--- src/rtl/axi_pattern_master.sv ---
// AXI4 pattern master: writes a generated pattern over C_NUM_BURSTS bursts,
// then reads it back and counts data mismatches and error responses.
module axi_pattern_master #(
  parameter int unsigned C_M_AXI_ADDR_WIDTH = 32,
  parameter int unsigned C_M_AXI_DATA_WIDTH = 32,
  parameter int unsigned C_BURST_LEN        = 16,
  parameter int unsigned C_NUM_BURSTS       = 64,
  parameter logic [C_M_AXI_ADDR_WIDTH-1:0] C_TARGET_BASE = 'h4000_0000
) (
  input  logic                            ACLK,
  input  logic                            ARESETN,
  input  logic                            INIT_AXI_TXN,
  input  logic [1:0]                      MODE,
  input  logic [31:0]                     SEED,
  output logic                            TXN_DONE,
  output logic                            ERROR,
  output logic [15:0]                     ERR_COUNT,
  output logic [C_M_AXI_ADDR_WIDTH-1:0]   ERR_ADDR,
  output logic [C_M_AXI_ADDR_WIDTH-1:0]   M_AXI_AWADDR,
  output logic [7:0]                      M_AXI_AWLEN,
  output logic [2:0]                      M_AXI_AWSIZE,
  output logic [1:0]                      M_AXI_AWBURST,
  output logic                            M_AXI_AWVALID,
  input  logic                            M_AXI_AWREADY,
  output logic [C_M_AXI_DATA_WIDTH-1:0]   M_AXI_WDATA,
  output logic [C_M_AXI_DATA_WIDTH/8-1:0] M_AXI_WSTRB,
  output logic                            M_AXI_WLAST,
  output logic                            M_AXI_WVALID,
  input  logic                            M_AXI_WREADY,
  input  logic [1:0]                      M_AXI_BRESP,
  input  logic                            M_AXI_BVALID,
  output logic                            M_AXI_BREADY,
  output logic [C_M_AXI_ADDR_WIDTH-1:0]   M_AXI_ARADDR,
  output logic [7:0]                      M_AXI_ARLEN,
  output logic [2:0]                      M_AXI_ARSIZE,
  output logic [1:0]                      M_AXI_ARBURST,
  output logic                            M_AXI_ARVALID,
  input  logic                            M_AXI_ARREADY,
  input  logic [C_M_AXI_DATA_WIDTH-1:0]   M_AXI_RDATA,
  input  logic [1:0]                      M_AXI_RRESP,
  input  logic                            M_AXI_RLAST,
  input  logic                            M_AXI_RVALID,
  output logic                            M_AXI_RREADY
);
  localparam int unsigned AW    = C_M_AXI_ADDR_WIDTH;
  localparam int unsigned BYTES = C_M_AXI_DATA_WIDTH / 8;
  localparam int unsigned LANES = C_M_AXI_DATA_WIDTH / 32;
  localparam logic [AW-1:0] BEAT_BYTES  = AW'(BYTES);
  localparam logic [AW-1:0] BURST_BYTES = AW'(C_BURST_LEN * BYTES);
  localparam logic [8:0]    LAST_BEAT   = 9'(C_BURST_LEN - 1);
  localparam logic [12:0]   LAST_BURST  = 13'(C_NUM_BURSTS - 1);
  localparam logic [31:0]   LFSR_TAPS   = 32'h8020_0003;

  typedef enum logic [2:0] {IDLE, WR_ADDR, WR_DATA, WR_RESP, RD_ADDR, RD_DATA, DONE} state_e;
  state_e state_q, state_d;

  logic          init_q, start;
  logic [1:0]    mode_q;
  logic [31:0]   seed_q, seed_eff, lfsr_q, lfsr_next, k_q;
  logic [8:0]    beat_q;
  logic [12:0]   burst_q;
  logic [AW-1:0] base_q, addr_q, lane_addr, err_at;
  logic          err_q;
  logic [15:0]   cnt_q;
  logic [AW-1:0] eaddr_q;
  logic [C_M_AXI_DATA_WIDTH-1:0] pattern;
  logic aw_hs, w_hs, b_hs, ar_hs, r_hs, beat_last, burst_last, err_ev, idle_like;

  assign start      = INIT_AXI_TXN & ~init_q;
  assign idle_like  = (state_q == IDLE) || (state_q == DONE);
  assign seed_eff   = (SEED == 32'd0) ? 32'd1 : SEED;
  assign lfsr_next  = lfsr_q[0] ? ((lfsr_q >> 1) ^ LFSR_TAPS) : (lfsr_q >> 1);
  assign beat_last  = (beat_q == LAST_BEAT);
  assign burst_last = (burst_q == LAST_BURST);

  assign aw_hs = M_AXI_AWVALID & M_AXI_AWREADY;
  assign w_hs  = M_AXI_WVALID  & M_AXI_WREADY;
  assign b_hs  = M_AXI_BREADY  & M_AXI_BVALID;
  assign ar_hs = M_AXI_ARVALID & M_AXI_ARREADY;
  assign r_hs  = M_AXI_RREADY  & M_AXI_RVALID;

  // A bad B response is attributed to the burst base, a bad R beat to its own address.
  assign err_ev = (b_hs & (M_AXI_BRESP != 2'b00)) |
                  (r_hs & ((M_AXI_RDATA != pattern) | (M_AXI_RRESP != 2'b00) |
                           (M_AXI_RLAST != beat_last)));
  assign err_at = b_hs ? base_q : addr_q;

  always_comb begin
    pattern   = '0;
    lane_addr = '0;
    for (int unsigned l = 0; l < LANES; l++) begin
      lane_addr = addr_q + AW'(l * 4);
      case (mode_q)
        2'd0:    pattern[l*32 +: 32] = k_q;
        2'd1:    pattern[l*32 +: 32] = 32'(lane_addr);
        2'd2:    pattern[l*32 +: 32] = lfsr_q;
        default: pattern[l*32 +: 32] = 32'd1 << k_q[4:0];
      endcase
    end
  end

  always_ff @(posedge ACLK or negedge ARESETN) begin
    if (!ARESETN) state_q <= IDLE;
    else          state_q <= state_d;
  end

  always_comb begin
    state_d = state_q;
    case (state_q)
      IDLE, DONE: if (start) state_d = WR_ADDR;
      WR_ADDR:    if (aw_hs) state_d = WR_DATA;
      WR_DATA:    if (w_hs && beat_last) state_d = WR_RESP;
      WR_RESP:    if (b_hs) state_d = burst_last ? RD_ADDR : WR_ADDR;
      RD_ADDR:    if (ar_hs) state_d = RD_DATA;
      RD_DATA:    if (r_hs && beat_last) state_d = burst_last ? DONE : RD_ADDR;
      default:    state_d = IDLE;
    endcase
  end

  always_comb begin
    M_AXI_AWVALID = 1'b0;
    M_AXI_WVALID  = 1'b0;
    M_AXI_WLAST   = 1'b0;
    M_AXI_BREADY  = 1'b0;
    M_AXI_ARVALID = 1'b0;
    M_AXI_RREADY  = 1'b0;
    TXN_DONE      = 1'b0;
    case (state_q)
      WR_ADDR: M_AXI_AWVALID = 1'b1;
      WR_DATA: begin
        M_AXI_WVALID = 1'b1;
        M_AXI_WLAST  = beat_last;
      end
      WR_RESP: M_AXI_BREADY  = 1'b1;
      RD_ADDR: M_AXI_ARVALID = 1'b1;
      RD_DATA: M_AXI_RREADY  = 1'b1;
      DONE:    TXN_DONE      = 1'b1;
      default: ;
    endcase
  end

  assign M_AXI_AWADDR  = base_q;
  assign M_AXI_ARADDR  = base_q;
  assign M_AXI_AWLEN   = 8'(C_BURST_LEN - 1);
  assign M_AXI_ARLEN   = 8'(C_BURST_LEN - 1);
  assign M_AXI_AWSIZE  = 3'($clog2(BYTES));
  assign M_AXI_ARSIZE  = 3'($clog2(BYTES));
  assign M_AXI_AWBURST = 2'b01;
  assign M_AXI_ARBURST = 2'b01;
  assign M_AXI_WSTRB   = '1;
  assign M_AXI_WDATA   = pattern;
  assign ERROR         = err_q;
  assign ERR_COUNT     = cnt_q;
  assign ERR_ADDR      = eaddr_q;

  always_ff @(posedge ACLK or negedge ARESETN) begin
    if (!ARESETN) begin
      init_q  <= 1'b0;
      mode_q  <= '0;
      seed_q  <= '0;
      lfsr_q  <= '0;
      k_q     <= '0;
      beat_q  <= '0;
      burst_q <= '0;
      base_q  <= '0;
      addr_q  <= '0;
      err_q   <= 1'b0;
      cnt_q   <= '0;
      eaddr_q <= '0;
    end else begin
      init_q <= INIT_AXI_TXN;
      if (start && idle_like) begin
        mode_q  <= MODE;
        seed_q  <= seed_eff;
        lfsr_q  <= seed_eff;
        k_q     <= '0;
        beat_q  <= '0;
        burst_q <= '0;
        base_q  <= C_TARGET_BASE;
        addr_q  <= C_TARGET_BASE;
        err_q   <= 1'b0;
        cnt_q   <= '0;
        eaddr_q <= '0;
      end else begin
        if (w_hs || r_hs) begin
          k_q    <= k_q + 32'd1;
          lfsr_q <= lfsr_next;
          addr_q <= addr_q + BEAT_BYTES;
          beat_q <= beat_last ? '0 : beat_q + 9'd1;
        end
        // After the last write burst the generator restarts for the read-back pass.
        if (b_hs) begin
          if (burst_last) begin
            burst_q <= '0;
            base_q  <= C_TARGET_BASE;
            addr_q  <= C_TARGET_BASE;
            k_q     <= '0;
            lfsr_q  <= seed_q;
          end else begin
            burst_q <= burst_q + 13'd1;
            base_q  <= base_q + BURST_BYTES;
          end
        end
        if (r_hs && beat_last) begin
          burst_q <= burst_last ? '0 : burst_q + 13'd1;
          base_q  <= base_q + BURST_BYTES;
        end
        if (err_ev) begin
          err_q <= 1'b1;
          if (!err_q)        eaddr_q <= err_at;
          if (cnt_q != '1)   cnt_q   <= cnt_q + 16'd1;
        end
      end
    end
  end
endmodule

--- config.mk ---
export PLATFORM = sky130hd
export DESIGN_NAME = axi_pattern_master
export DESIGN_NICKNAME = d
export VERILOG_FILES = /design/src/rtl/axi_pattern_master.sv
export SDC_FILE = /design/constraint.sdc
export NUM_CORES = 1
export LEC_CHECK = 0
export CAP_MARGIN = 20
export CORE_MARGIN = 4
export CORE_UTILIZATION = 38
export DETAILED_ROUTE_END_ITERATION = 8
export SYNTH_ARGS = -nofsm -noshare
export SYNTH_HDL_FRONTEND = slang
export SYNTH_SLANG_ARGS = --single-unit
--- constraint.sdc ---
create_clock -name ACLK -period 9.2 [get_ports ACLK]
set_input_delay 2.3 -clock ACLK [delete_from_list [all_inputs] [get_ports ACLK]]
set_output_delay 2.3 -clock ACLK [all_outputs]
set_load 0.02 [all_outputs]
# Word-level counts from Yosys, hierarchy flattened
# Index checks and enable logic that the tools add are counted.
dict set report word_totals {
  inputBits 79
  word_cells 122
  regBits 237
  out_inout_bits 182
}
dict set report op_classes {
  shifts 1
  n_eq_ne 20
  n_addsub 6
  reduce_logical 18
  mux 51
  n_bitwise 13
}
# operator count
set op_table {}
lappend op_table {{32-bit 2-to-1 mux} 22}
lappend op_table {{32-bit case mux with 3 select lines} 1}
lappend op_table {{13-bit 2-to-1 mux} 4}
lappend op_table {{16-bit 2-to-1 mux} 3}
lappend op_table {{32-bit by 1-bit adder with 32-bit output (second input constant)} 1}
lappend op_table {{32-bit by 3-bit adder with 32-bit output (second input constant)} 1}
lappend op_table {{32-bit by 7-bit adder with 32-bit output (second input constant)} 1}
lappend op_table {{32-bit logical NOT} 1}
lappend op_table {{32-bit inequality test} 1}
lappend op_table {{1-bit by 5-bit << shifter with 32-bit output (first input constant)} 1}
lappend op_table {{9-bit 2-to-1 mux} 3}
lappend op_table {{3-bit 2-to-1 mux} 7}
lappend op_table {{3-bit case mux with 6 select lines} 1}
lappend op_table {{16-bit by 1-bit adder with 16-bit output (second input constant)} 1}
lappend op_table {{16-bit inequality test (second input constant)} 1}
lappend op_table {{13-bit by 1-bit adder with 13-bit output (second input constant)} 1}
lappend op_table {{13-bit by 6-bit equality test with 1-bit output (second input constant)} 1}
lappend op_table {{2-bit inequality test (second input constant)} 6}
lappend op_table {{2-bit nonzero test} 5}
lappend op_table {{9-bit by 1-bit adder with 9-bit output (second input constant)} 1}
lappend op_table {{3-bit equality test (second input constant)} 3}
lappend op_table {{9-bit by 4-bit equality test with 1-bit output (second input constant)} 1}
lappend op_table {{1-bit 2-to-1 mux} 9}
lappend op_table {{1-bit AND} 8}
lappend op_table {{18 further kinds} 25}

# Logic depth before layout (Yosys ltp)
dict set report depth {
  depth_word 9
  depth_mapped 16
  mapped_depth_nobuf 12
}

# Worst setup path before layout
# Ideal clock, no wire load.
dict set report synth_path {
  path_type {input-to-reg}
  startpoint {in M_AXI_RDATA[30]}
  endpoint {reg cnt_q[6], in the netlist ERR_COUNT[6]}
  setup_slack_ns 4.562
  arrival_ns 4.512
  required_ns 9.074
  setup_time_ns 0.126
  stages 11
  cell_sequence {nor2b_1 -> a2111oi_0 -> a221o_1 -> nand4_1 -> nor4_1 -> nand4_1 -> o32ai_4 -> or2_4 -> buf_6 -> nor3_2 -> a311o_1}
}
dict set report synth_via {
  elab_chain_len 7
}
# item line
set synth_rtl {}
lappend synth_rtl {{start: declaration} 39} ;# input logic [C_M_AXI_DATA_WIDTH-1:0] M_AXI_RDATA,
lappend synth_rtl {{32-bit inequality test} 84} ;# (r_hs & ((M_AXI_RDATA != pattern) | (M_AXI_RRESP != 2'b00) |
lappend synth_rtl {{1-bit bitwise OR (2 in a row)} 84}
lappend synth_rtl {{1-bit AND} 84}
lappend synth_rtl {{1-bit bitwise OR} 83} ;# assign err_ev = (b_hs & (M_AXI_BRESP != 2'b00)) |
lappend synth_rtl {{2-bit nonzero test (no source line)} -}
lappend synth_rtl {{2-bit AND reduction (no source line)} -}
lappend synth_rtl {{end signal: assignment} 211} ;# if (cnt_q != '1) cnt_q <= cnt_q + 16'd1;
lappend synth_rtl {{end: declaration} 64} ;# logic [15:0] cnt_q;
# No other way between the ends.
# A chain may end at the register's enable or synchronous reset.

# Worst setup path in the final report
dict set report layout_path {
  startpoint {reg mode_q[0]}
  endpoint {out M_AXI_WDATA[1]}
}
dict set report layout_via {
  elab_chain_len 2
  word_cells_on_any_way 4
}
# item line
set layout_rtl {}
lappend layout_rtl {{start: declaration} 58} ;# logic [1:0] mode_q;
lappend layout_rtl {{start signal: assignment} 159} ;# mode_q <= '0;
lappend layout_rtl {{start signal: assignment} 173} ;# mode_q <= MODE;
lappend layout_rtl {{2-bit equality test, or another cell as far along} 93} ;# case (mode_q)
lappend layout_rtl {{32-bit case mux with 3 select lines *} 93}
lappend layout_rtl {{end: declaration} 25} ;# output logic [C_M_AXI_DATA_WIDTH-1:0] M_AXI_WDATA,
# Every way passes the cells marked *; elsewhere a longest branch is shown, timed or not.

==> flow_summary.ini <==
[status]
outcome = completed

[global_routing]
grt_pass1_wl_um = 66000
grt_pass1_vias = 11400
grt_start_max_net_pins = 100
grtUsageTotal_pct = 21.1
antenna_found_initial = 1
grt-ovfl-total = 0

[detailed_routing]
top_layer_used = met4
wirelength_met1_um = 18000
met3_length_um = 2690
routed_wl_um = 42500
via_per_inst = 5.41
wl_per_cell_um = 19.3
dr.first_iter.drc_count = 884
drcViolationCount = 0
dr.pass1.iters = 5
dr_wl_met2_um = 20400
vias = 11900
ant_nets = 0

[placed_design]
pre_cts_ws_ns = 2.89
gp_congestion = 0.956
port_buffers = 218
hpwl_um = 31000

[finish]
drive_above_1_share_pct = 4.80
syn_to_final_growth_pct = 22.2
nNetsFinal = 1824

[clock_network]
holdBufCountCts = 0
root_buffer = clkbuf_16
numCtsBuffers = 27
clk_pin_slew_ns = 0.06
clk_latency_ns = 0.54
cts_sinks = 228
post_cts_buffers = 0
clockBufferDepth = 3
cts-resized-gates = 0
cts_tree = built
htree_levels = 1

[synth]
synth-seq-cells = 228
synth-main-ff-cell = dfrtp_1
synth_area_leader_cell = dfrtp_1
synth_area_leaders = dfrtp_1, nand2_1, a21oi_1, buf_4, nor2_1
synth_top_area_share_pct = 42.3
yosysWarnings = 0
syn_area_per_cell_um2 = 8.47
syn-cell-area_mm2 = 0.0135
yosysUniqueCellTypes = 71
synth_cells = 1592
ys_seq_area_share_pct = 42.3
synth_edf_count = 0
netlist_top_cells_count = nand2_1, dfrtp_1, nor2_1, a21oi_1, o21ai_0
yosysMostFrequentCell = nand2_1
async_flop_share_pct = 100

[timing]
fmaxAchievable_mhz = 165
rsz0062_at_grt = false
slew_headroom_pct = 35.6
worst_slack_ns = 3.14
clock-skew-final_ns = 0.0265
worst_pin_slew_ns = 0.966
final-max-slew-violation-count = 0
fin_crit_ns = 6.06
setup_viol = 0
tns_ns = 0
final_hold_viol_count = 0
fin_hold_ws_ns = 0.475
min_period_over_period_pct = 65.9

[power_and_ir_drop]
swShare_pct = 40.0
p_switching_mw = 1.70
p_int_mw = 2.54
clockPowerShare_pct = 25.4
seq_power_share_pct = 36.1
finalPower_mw = 4.24
power_density_mw_per_mm2 = 257
peakVddDrop_uv = 165
leakagePower_nw = 7.25
comb_power_share_pct = 38.4

[critical_path]
path_cells = buf_4, nand2_1, o32ai_1, clkdlybuf4s50_1
arrival_ns = 3.76
path_max_fanout = 35
crit_required_ns = 6.90
crit_start = mode_q[0]$_DFFE_PN0P_
end_kind = primary output
cpPeakStageDelay_ns = 0.85
slowest_stage = dfrtp_2
r2r_start = mode_q[0]$_DFFE_PN0P_
start_kind = flip-flop
path_class = flip-flop to primary output

[floorplanning]
core_area_mm2 = 0.0348
row_count = 68
die_w_um = 196
num_io_pins = 261
start_util_pct = 38.7
die_area_mm2 = 0.0385
die_y_um = 196

[hold_path]
hold_path.class = flip-flop to flip-flop
hp-start = seed_q[3]$_DFFE_PN0P_

[flow_run]
timing.max_cap.violations = 0
## worst max-delay path, delay by kind of cell (launching register included)
family                 cells  cell delay [ns]
buffers and inverters      2             1.21
flip-flops                 1             0.85
AO/OA/AOI/OAI              1             0.70
AND/OR/NAND/NOR            1             0.45
## kinds of logic after synthesis
group           after synthesis  synth area share, %
simple gates                690                 24.1
flops                       228                 42.3
xor+xnor                     89                 5.78
mux                          56                 4.83
other cells                   2               0.0557
buf+inv                     190                 7.79
fa+ha+maj                    11                 1.02
compound gates              326                 14.1
## final timing paths
path,to,slack [ns],depth (start not counted)
worst max-delay path,M_AXI_WDATA[1],3.14,4
worst min-delay path,seed_q[3]$_DFFE_PN0P_,0.47,2
worst max register to register,ERR_ADDR[27]$_DFFE_PN0P_,4.01,9
worst min register to register,seed_q[3]$_DFFE_PN0P_,0.47,2
max in group asynchronous,k_q[3]$_DFF_PN0_,6.00,2
min in group asynchronous,M_AXI_ARADDR[8]$_DFFE_PN0P_,1.80,1
## placed cells by master, fill, tap and decap left out, types with 19 or more instances in the layout
master	Yosys	layout
xnor2_1	35	35
xor2_1	54	54
dfrtp_1	228	227
conb_1	2	42
nand4_1	24	24
a21oi_1	123	122
clkbuf_16	0	27
and3_1	34	34
nor3_1	22	21
nand3_1	77	77
nor2_1	146	145
inv_1	31	31
nor2b_1	19	19
o21ai_0	107	107
nand2_1	268	267
mux2i_1	41	41
clkdlybuf4s50_1	0	217
## per-layer routing
layer | GRT usage, % | vias up
met5 | 0 | -
met4 | 6.52 | 0
met3 | 3.95 | 80
met2 | 34.6 | 380
met1 | 28.6 | 5775
li1 | - | 5701
## flip-flops by register name (all words and copies together), names as in the netlist
register	cells
k_q	32
lfsr_q	32
seed_q	32
ERR_ADDR	31
addr_q	30
M_AXI_ARADDR	26
ERR_COUNT	16
burst_q	13
beat_q	9
state_q	3
mode_q	2
ERROR	1
init_q	1
## final cells by class
| class | instances | area [um2] |
|---|---|---|
| tap | 455 | 569 |
| multi-input combinational | 1214 | 6900 |
| sequential | 228 | 5710 |
| clock buffer | 38 | 767 |
| inverter | 33 | 124 |
| antenna | 1 | 2.50 |
| clock inverter | 8 | 121 |
| timing repair buffer | 230 | 2280 |
| fill | 3356 | 18300 |
## power groups by stage
stage | clock network [mW] | logic (mW) | registers, mW
after detailed placement | 0 | 1.63 | 1.54
after floorplan | 0 | 1.10 | 1.42
final | 1.08 | 1.63 | 1.53
after global placement | 0 | 1.62 | 1.54
after global routing | 1.14 | 1.79 | 1.56
after CTS | 1.10 | 1.64 | 1.52
## stage by stage
stage	instance area, um2	std cells	util [%]
2_1_floorplan	13600	1632	-
3_3_place_gp	15600	2160	44.8
3_5_place_dp	15600	2160	44.8
4_1_cts	16500	2206	47.3
5_1_grt	16500	2206	47.3
6_report	16500	2207	47.3
(Power assumes the default switching activity.)
